## src/rtl/imem_stream_encoder.sv

```systemverilog
// imem_stream_encoder
// Accepts instruction field bundles over a valid/ready stream, packs each into
// a 32-bit instruction word and writes it sequentially into instruction memory
// starting at BASE_ADDR. The core is held via cpu_hold while a load is active.
//
// state | meaning
// ------+----------------------------------------------------------------
// IDLE  | waiting for start; core released
// LOAD  | accepting bundles; in_ready while capacity remains
// DRAIN | last word being written; completes on the next edge
// ERR   | overflow seen; core held until a new start restarts the load
module imem_stream_encoder #(
    parameter int ADDR_W    = 6,
    parameter int BASE_ADDR = 0
) (
    input  logic              clk,
    input  logic              rst_n,
    input  logic              start,
    input  logic              in_valid,
    output logic              in_ready,
    input  logic [1:0]        in_fmt,
    input  logic [5:0]        in_opcode,
    input  logic [4:0]        in_rs,
    input  logic [4:0]        in_rt,
    input  logic [4:0]        in_rd,
    input  logic [3:0]        in_funct,
    input  logic [15:0]       in_imm,
    input  logic [25:0]       in_target,
    input  logic              in_last,
    output logic              imem_we,
    output logic [ADDR_W-1:0] imem_addr,
    output logic [31:0]       imem_wdata,
    output logic              cpu_hold,
    output logic              done,
    output logic              err,
    output logic [ADDR_W:0]   words_written
);

    localparam int DEPTH = 1 << ADDR_W;
    localparam logic [ADDR_W:0]   CAP      = (ADDR_W+1)'(DEPTH - BASE_ADDR);
    localparam logic [ADDR_W-1:0] BASE_PTR = ADDR_W'(BASE_ADDR);

    typedef enum logic [1:0] {
        IDLE  = 2'd0,
        LOAD  = 2'd1,
        DRAIN = 2'd2,
        ERR   = 2'd3
    } state_t;

    state_t            state;
    state_t            state_next;
    logic [ADDR_W-1:0] ptr;
    logic              can_accept;
    logic              accept;
    logic              overflow;
    logic              restart;
    logic [31:0]       enc_word;
    logic              enc_bad;

    // State register
    always_ff @(posedge clk or negedge rst_n) begin
        if (!rst_n) begin
            state <= IDLE;
        end else begin
            state <= state_next;
        end
    end

    // Next-state, handshake and overflow detection
    always_comb begin
        state_next = state;
        can_accept = 1'b0;
        accept     = 1'b0;
        overflow   = 1'b0;
        restart    = 1'b0;
        case (state)
            IDLE: begin
                if (start) begin
                    restart    = 1'b1;
                    state_next = LOAD;
                end
            end
            LOAD: begin
                can_accept = (words_written < CAP);
                accept     = in_valid & can_accept;
                overflow   = in_valid & ~can_accept;
                if (accept && in_last) begin
                    state_next = DRAIN;
                end else if (overflow) begin
                    state_next = ERR;
                end
            end
            DRAIN: begin
                state_next = IDLE;
            end
            ERR: begin
                if (start) begin
                    restart    = 1'b1;
                    state_next = LOAD;
                end
            end
            default: state_next = IDLE;
        endcase
    end

    assign in_ready = can_accept;

    // Field packing; reserved format produces an all-zero word and flags an error
    always_comb begin
        enc_word = 32'h0000_0000;
        enc_bad  = 1'b0;
        case (in_fmt)
            2'd0:    enc_word = {in_opcode, in_rs, in_rt, in_rd, 7'b0, in_funct};
            2'd1:    enc_word = {in_opcode, in_rs, in_rt, in_imm};
            2'd2:    enc_word = {in_opcode, in_target};
            default: enc_bad  = 1'b1;
        endcase
    end

    // Write port, pointer, counters and status flags
    always_ff @(posedge clk or negedge rst_n) begin
        if (!rst_n) begin
            imem_we       <= 1'b0;
            imem_addr     <= '0;
            imem_wdata    <= 32'h0000_0000;
            cpu_hold      <= 1'b0;
            done          <= 1'b0;
            err           <= 1'b0;
            words_written <= '0;
            ptr           <= '0;
        end else begin
            imem_we <= 1'b0;
            done    <= 1'b0;
            if (restart) begin
                cpu_hold      <= 1'b1;
                err           <= 1'b0;
                words_written <= '0;
                ptr           <= BASE_PTR;
            end
            if (accept) begin
                imem_we       <= 1'b1;
                imem_addr     <= ptr;
                imem_wdata    <= enc_word;
                ptr           <= ptr + 1'b1;
                words_written <= words_written + 1'b1;
                if (enc_bad) begin
                    err <= 1'b1;
                end
            end
            if (overflow) begin
                err <= 1'b1;
            end
            if (state == DRAIN) begin
                cpu_hold <= 1'b0;
                done     <= ~err;
            end
        end
    end

endmodule

```

## config.mk

```make
export PLATFORM = sky130hd
export DESIGN_NAME = imem_stream_encoder
export DESIGN_NICKNAME = d
export VERILOG_FILES = /design/src/rtl/imem_stream_encoder.sv
export SDC_FILE = /design/constraint.sdc
export NUM_CORES = 1
export LEC_CHECK = 0
export CAP_MARGIN = 15
export CORE_AREA = 2 2 89 91
export DETAILED_ROUTE_END_ITERATION = 8
export DIE_AREA = 0 0 91 93
export PLACE_DENSITY_LB_ADDON = 0.2
export SYNTH_ARGS = -nofsm -noshare
export SYNTH_HDL_FRONTEND = slang
export SYNTH_SLANG_ARGS = --single-unit
```

## constraint.sdc

```tcl
create_clock -name clk -period 1.55 [get_ports clk]
set_clock_uncertainty 0.1 [all_clocks]
set_input_delay 0.2325 -clock clk [delete_from_list [all_inputs] [get_ports clk]]
set_output_delay 0.2325 -clock clk [all_outputs]
set_load 0.03 [all_outputs]
```

## After elaboration in Yosys (flattened, before gate mapping)

Cells that the tools add are included.

- Flip-flop bits (word level): 57
- Bits in latches: 0
- RAM bits: 0
- ROM bits: 0
- Bits of input ports: 74
- Output and inout port bits: 50
- Memories kept: 0

- Add/subtract/negate cells: 2
- $mul: 0
- Divide/modulo/power cells: 0
- Order comparisons: 1
- Equality and inequality tests: 7
- Shift operators: 0
- Multiplexer cells: 22
- Bitwise logic cells: 4
- Reduce and logical (&&, ||, !) cells: 8

Operator list:

| cell | count |
|---|---|
| case mux 32 bit (3 select lines) | 1 |
| two-way mux 7 bit | 2 |
| two-way mux 1 bit | 13 |
| two-way mux 6 bit | 2 |
| adder 7 x 1 -> 7 bit (second input constant) | 1 |
| < comparator 7 bit (second input constant) | 1 |
| adder 6 x 1 -> 6 bit (second input constant) | 1 |
| equality test 2 bit (second input constant) | 3 |
| two-way mux 2 bit | 3 |
| case mux 2 bit (3 select lines) | 1 |
| equality test 2 x 1 -> 1 bit (second input constant) | 2 |
| logical NOT 2 bit | 2 |
| nonzero test 2 bit | 2 |
| inequality test 3 bit (second input constant) | 1 |
| OR reduction 3 bit | 1 |
| AND 1 bit | 2 |
| inequality test 2 x 1 -> 1 bit (second input constant) | 1 |
| inverter 1 bit | 2 |
| AND reduction 2 bit | 1 |
| OR reduction 2 bit | 1 |
| logical AND 1 bit | 1 |

## Longest topological paths before layout

Gate-level depths: netlist of the first run.

- Word-level depth: 7
- Mapped depth: 7
- Depth with buffers taken out: 6

## Worst setup path before layout of the first run

Ideal clock, no wire load.

- Path kind: reg-to-reg
- Start point: register state[1]
- End point: register words_written[4]
- Setup time: 0.125 ns
- Data arrival time: 1.438 ns
- Data required time: 1.325 ns
- Path slack: -0.113 ns
- Cell stages (with the launch flop): 7
- Period minus slack after synthesis: 1.663 ns
- Cell sequence: dfrtp_1 inv_1 ha_1 nand3b_4 inv_4 mux2_4 mux2_4

- Longest elaborated chain between the ends: 4

Ends and longest elaborated chain:

| element | RTL line | RTL |
|---|---|---|
| start: declaration | 50 | `state_t state;` |
| start signal: assignment | 65 | `state <= state_next;` |
| equality test 2 bit or logical NOT 2 bit (tied branches) | 76 | `case (state)` |
| OR reduction 2 bit (no source line) | n/a |  |
| two-way mux 1 bit | n/a |  |
| nonzero test 2 bit (no source line) | n/a |  |
| end signal: assignment | 145 | `words_written <= words_written + 1'b1;` |
| end: declaration | 36 | `output logic [ADDR_W:0] words_written` |

Parallel ways exist; a longest one is shown, timed or not.
A chain may end at the register's enable or synchronous reset.

## Worst setup path in the final report of the first run

- Start point: register state[0]
- End point: output port in_ready

- Longest elaborated chain between the ends: 2

Ends and longest elaborated chain:

| element | RTL line | RTL |
|---|---|---|
| equality test 2 x 1 -> 1 bit | 76 |  |
| two-way mux 1 bit | 76 |  |
| end: declaration | 20 | `output logic in_ready,` |

No other way between the ends.

==> reports/summary.txt, run 1 <==
DP Worst Slack -> -343 ps
Cell with the most instances after synthesis -> dfrtp_1
Vias in the first global route -> 2,576
Share of Yosys cell area claimed by the top area cell type -> 0.529
GP Congestion -> 0.784
Period utilization -> 1.08
Clock insertion delay at the later pin of the skew report -> 320 ps
Sequential cell area fraction in the yosys report -> 0.529
Syn nets -> 352
Hpwl dp -> 5.45 mm
Max rail drop VDD -> 0.000908 V
Post-Syn Area -> 2700 um2
First-pass GRT wire length -> 12.7 mm
DR vias -> 2,578
Wirelength per Cell -> 15.3 um
Leakage -> 2.24 nW
GRT Residual Overflow -> 0
Sink Count -> 57
Total CTS buffers -> 9
Die W -> 91 um
Clock root cell -> clkbuf_8
TritonCTS clock tree -> yes
Worst path most repeated cell -> buf_6
Fmax -> 596 MHz
DRT iter0 DRCs -> 114
Max_cap viols -> 0
WP data required -> 1220 ps
Post-synth cell types -> 35
Tmin final -> 1680 ps
WP data arrival -> 1340 ps
Post-Route WL -> 8.09 mm
Top-level I/O count -> 124
Slew margin rel. -> 0.774
Post-synthesis register bit count -> 57
Number of synthesized flops with an enable pin -> 0
DRC viols -> 0
Cell Pwr Density -> 1770 nW/um2
# rows -> 32
Filler instances -> 661
Failing checks -> setup timing
Vias per cell -> 4.86
Pin count of the biggest net entering global routing -> 58
Multi-input logic area -> 1340 um2
Post-synth top cells -> dfrtp_1 (57), nand2_1 (50), nor2_1 (38)
Synth warn -> 0
Synth-to-layout area growth -> 72.8%
Mean post-synth cell area -> 9.88 um2
Layout cells sized above 1 -> 0.217
Core area -> 7530 um2
Post-route ant nets -> 0
Pins over their slew limit -> 0
Worst Setup End Kind -> output pin
Hold WC Path Type -> input port to asynchronous set/reset pin
Final net count -> 502
Register area -> 1430 um2
H-tree depth -> 3
IO buf count -> 123
Crit start category -> register
Worst-path cell chain -> ha_4, buf_6, and2b_1, buf_6
Cells after Synth -> 273
RSZ-0062 raised after global routing -> yes
Leading area contributor after synthesis -> dfrtp_1
Clock transition at path regs -> 60 ps
Antenna violations before repair -> 0
Ant diodes -> 0
Core Util, Final -> 0.619
Status -> finished with violations
Die Span Y -> 93 um
Drt first pass iters -> 4
Crit Path Category -> register to output pin
CP max-delay cell -> dfrtp_2
Ys flop type -> dfrtp_1
Share of flip-flops with an asynchronous set or reset -> 1.00
Worst-Margin Slew -> 338 ps
Die ar. -> 8460 um2
Critical path's largest stage delay -> 440 ps
Final hold violations -> 0
Final setup violating endpoints -> 21
Pwr Total -> 8.23 mW
Top cells by area, synth -> dfrtp_1 (53%), nand2_1 (7.0%), a221oi_1 (5.5%), nor2_1 (5.3%), mux2i_1 (4.1%)
Initial core utilization -> 0.358
Clock Path Buffers -> 2
Post-route setup slack -> -127 ps
Worst Path Max Fanout -> 3
Total GRT Usage -> 0.186
through the flow:
stage / instances / setup TNS, ps / hold WS, ps / cell area, um2
6_report: 530 / -594 / 337 / 4660
5_1_grt: 530 / -3130 / 363 / 4660
4_1_cts: 522 / -417 / 350 / 4390
3_5_place_dp: 500 / -9510 / 165 / 4150
3_3_place_gp: 499 / -15220 / 163 / 4150
2_1_floorplan: 273 / -58.9 / -163 / 2740
worst paths after layout:
kind / from / to / slack, ps / cells past startpoint
worst min-delay path: rst_n / imem_wdata[15] / 340 / 3
worst max-delay path: state[0] / in_ready / -130 / 4
worst min register to register: imem_addr[4] / imem_addr[4] / 370 / 2
max in group asynchronous: rst_n / state[0] / 730 / 3
worst max register to register: state[1] / words_written[4] / -110 / 6
min in group clk: imem_addr[4] / imem_addr[4] / 370 / 2
kinds of logic after synthesis:
family | share of synthesized area
AND/OR/NAND/NOR | 0.197
flip-flops | 0.529
AO/OA/AOI/OAI | 0.140
buffers and inverters | 0.0432
multiplexers | 0.0645
adder cells (fa/ha/maj) | 0.0232
XOR/XNOR | 0.00325
repair_timing:
item                                    4_1_cts  5_1_grt
setup buffers                                 5        6
cloned                                        0        3
endpoints found under the setup margin       80       35
resized for setup                            60       42
pin swaps                                     5       22
hold buffers                                  1        0
endpoints found under the hold margin        57        0
worst max-delay path, delay by kind of cell, from the launching register on:
family                   cells  cell delay (ps)
flip-flops                   1              440
adder cells (fa/ha/maj)      1              180
buffers and inverters        2              250
AND/OR/NAND/NOR              1              160
cell usage in the layout (no fill, tap or decap), types with 2 or more instances in the layout:
cell,count
clkdlybuf4s50_1,72
dfrtp_1,55
nand2_1,49
dlygate4sd2_1,49
nor2_1,26
buf_4,20
o21ai_0,13
nand3_1,13
clkbuf_8,12
mux2i_1,11
a221oi_1,9
a2bb2oi_1,9
a221oi_2,8
buf_6,8
nor2_2,7
nand3_2,6
nor2_4,5
mux2_4,5
a21o_1,4
nor2b_1,3
ha_1,3
buf_12,3
inv_2,2
or4_1,2
o211ai_1,2
nor3_1,2
ha_4,2
clkbuf_1,2
clkbuf_16,2
dfrtp_2,2
registers in the layout, summed over array words and instances (netlist names):
| name | count |
|---|---|
| imem_addr | 6 |
| done | 1 |
| ptr | 6 |
| imem_we | 1 |
| words_written | 7 |
| err | 1 |
| imem_wdata | 32 |
| cpu_hold | 1 |
| state | 2 |
power by group:
group          switching (mW)  leakage (nW)  internal, mW  total, mW
combinational            2.48          1.42          1.83       4.32
sequential              0.385         0.718          2.09       2.47
clock                   0.566         0.107         0.874       1.44
cell type report:
cell class	count	area share
timing repair buffer	157	0.328
tap	102	0.0274
inverter	4	0.00430
multi-input combinational	194	0.288
clock buffer	14	0.0371
sequential	57	0.307
clock inverter	2	0.00752
layer usage:
layer  track usage  part of all wire  routed length, um  up-vias
li1              -                 -                  -     1260
met1         0.240              0.46               3700     1235
met2         0.314              0.48               3910       70
met3        0.0346             0.042                339       13
met4        0.0694             0.017                136        0
met5             0                 0                  0        -
No activity file was read; power rests on OpenSTA's default activity.
==> run 2: changes to the inputs <==
Settings changed: CTS_CLUSTER_SIZE set to 28.
==> results of run 2 <==
The final DEF is identical to that of run 1; final timing and power are the same.
==> RTL edit: new RTL, settings of run 1 <==
Register the input `in_target` before use. The logic sees it one clock later. The other inputs are not delayed to match.
--- a/src/rtl/imem_stream_encoder.sv
+++ b/src/rtl/imem_stream_encoder.sv
@@ -46,6 +46,12 @@
         DRAIN = 2'd2,
         ERR   = 2'd3
     } state_t;
+
+    logic [25:0] in_target_q;
+
+    always_ff @(posedge clk) begin
+        in_target_q <= in_target;
+    end
 
     state_t            state;
     state_t            state_next;
@@ -112,7 +118,7 @@
         case (in_fmt)
             2'd0:    enc_word = {in_opcode, in_rs, in_rt, in_rd, 7'b0, in_funct};
             2'd1:    enc_word = {in_opcode, in_rs, in_rt, in_imm};
-            2'd2:    enc_word = {in_opcode, in_target};
+            2'd2:    enc_word = {in_opcode, in_target_q};
             default: enc_bad  = 1'b1;
         endcase
     end
Formal check against the unedited RTL: not equivalent (Yosys sat finds a counterexample within 4 cycles, from zero or initial values and one cycle with rst_n low).
==> RTL edit against run 1 <==
- the flow still finishes with violations (setup timing)
- sequential cell count rose by 26
- area after synthesis is 18% higher
- via count rose by 9.7%
- wire length rose by 4.3%
- count of clock-buffer cells in the layout shrank 3
- combinational power down 4.9%
- worst setup slack got worse by 0.036 ns
- cell area rose by 13%
- clock power fell by 3%
- power is 4.8% higher
- critical path type is now reg -> reg
==> RTL edit: results <==
[yosys]
synth-compound-area-share_pct = 11.4
synth_xor_area_share_pct = 0.274
ys_async_sr_fraction_pct = 68.7
yosysSeqAreaShare_pct = 61.0
synth_area_leaders = dfrtp_1 45%, dfxtp_1 16%, a221oi_1 5.8%
synth.distinct_cells = 34
synthCells = 299
synth_common_cells = 57 x dfrtp_1, 47 x nor2_1, 45 x nand2_1
syn_nets = 377
yosys.area_share.adder_pct = 1.57
synth.mux.area_fraction_pct = 5.25

[global_route]
grt_max_degree = 48
grt_pass1_wl_um = 13700
grt_pass1_vias = 2876
grtUsageTotal_pct = 20.2

[route]
vias = 2828
first_iter_violations = 103
drt-total-wl_um = 8440
post_drt_via_cell_ratio = 5.02

[critical_path]
crit_family = multiplexers
crit_path_max_fanout = 5
cp_slowest_cell = dfrtp_1
cpPeakStageDelay_ns = 0.40

[clock_tree]
clock_latency_ns = 0.33
numCtsBuffers = 9
path_clk_slew_ns = 0.08
cts.path.max_buffers = 2
htree_levels = 3

[timing]
setup-violations-final = 37
setup_slack_ns = -0.163
worst_slew_pin_slew_ns = 0.443
fin_setup_tns_ns = -2.27

[finish]
top_regs = imem_wdata: 32 flops, in_target_q: 26 flops, words_written: 7 flops
fill_cells = 606
drive_gt1_share_pct = 23.0

[power]
leakage_nw = 2.47
ir_drop_v = 0.000709
switching_share_pct = 40.1

[run_status]
outcome = finished with violations
violations = setup timing

[die]
num_rows = 32

[placement]
dpl_cell_area_um2 = 4690
place_congestion = 0.781
dp_hpwl_um = 5620
place_inst = 532
## RTL edit: cell types whose count changed in the layout (fill, tap and decap cells not counted), sizes merged, moves of 3 or more
cell           change
clkbuf             -3
a2bb2oi            -4
nor2               +9
buf                +9
o21ai              -4
clkdlybuf4s15      +3
mux2i              -4
nand2              -5
dlygate4sd2        -5
mux2               +3
dfxtp             +26
a221oi             +4
## RTL edit: per-layer routing
layer	share of wire (%)	GRT usage (%)	wire (um)
met5	0	0	0
met3	4.8	4.03	404
met2	51	35.5	4270
met1	43	24.8	3610
met4	1.7	7.20	147
## RTL edit: power by group through the flow
stage	sequential [mW]	combinational, mW	clock (mW)
3_3_place_gp	3.13	3.77	0
2_1_floorplan	4.09	1.15	0
3_5_place_dp	3.15	3.82	0
4_1_cts	3.10	3.88	1.44
5_1_grt	3.20	4.43	1.53
6_report	3.11	4.11	1.40
## RTL edit: final cells by class
| class | instances | area [um^2] | share of cell area [%] |
|---|---|---|---|
| sequential | 83 | 1950 | 37.1 |
| inverter | 5 | 26.3 | 0.500 |
| multi-input combinational | 193 | 1360 | 25.8 |
| timing repair buffer | 164 | 1620 | 30.7 |
| clock buffer | 11 | 153 | 2.91 |
| tap | 102 | 128 | 2.43 |
| clock inverter | 5 | 27.5 | 0.524 |
## RTL edit: through the flow
stage          power [mW]  hold WS, ns  worst slack, ns  util, %
6_report             8.62        0.209           -0.163     69.8
5_1_grt              9.16        0.213           -0.212     69.8
4_1_cts              8.42        0.219           -0.162     67.6
3_5_place_dp         6.97       0.0291           -0.257     62.3
3_3_place_gp         6.90       0.0338           -0.232     62.3
2_1_floorplan        5.24       -0.163           -0.114        -
## RTL edit: logic make-up after synthesis
logic type | count (synthesis)
buf+inv | 23
compound gates | 48
mux | 15
xor+xnor | 1
flops | 83
fa+ha+maj | 4
simple gates | 125
## RTL edit: what timing repair did
action	4_1_cts	5_1_grt
resized for setup	89	32
cloned	3	1
setup buffers	6	6
pin swaps	10	7
endpoints found under the hold margin	10	0
hold buffers	1	0
setup endpoints to repair	95	60
## RTL edit: worst paths after layout
kind	endpoint	cells after the start	startpoint
max reg2reg	words_written[4]	7	state[1]
max in group asynchronous	words_written[3]	3	rst_n
min in group clk	in_target_q[19]	1	in_target[19]
max	words_written[4]	7	state[1]
min reg2reg	imem_wdata[29]	2	imem_wdata[29]
min	cpu_hold	2	rst_n
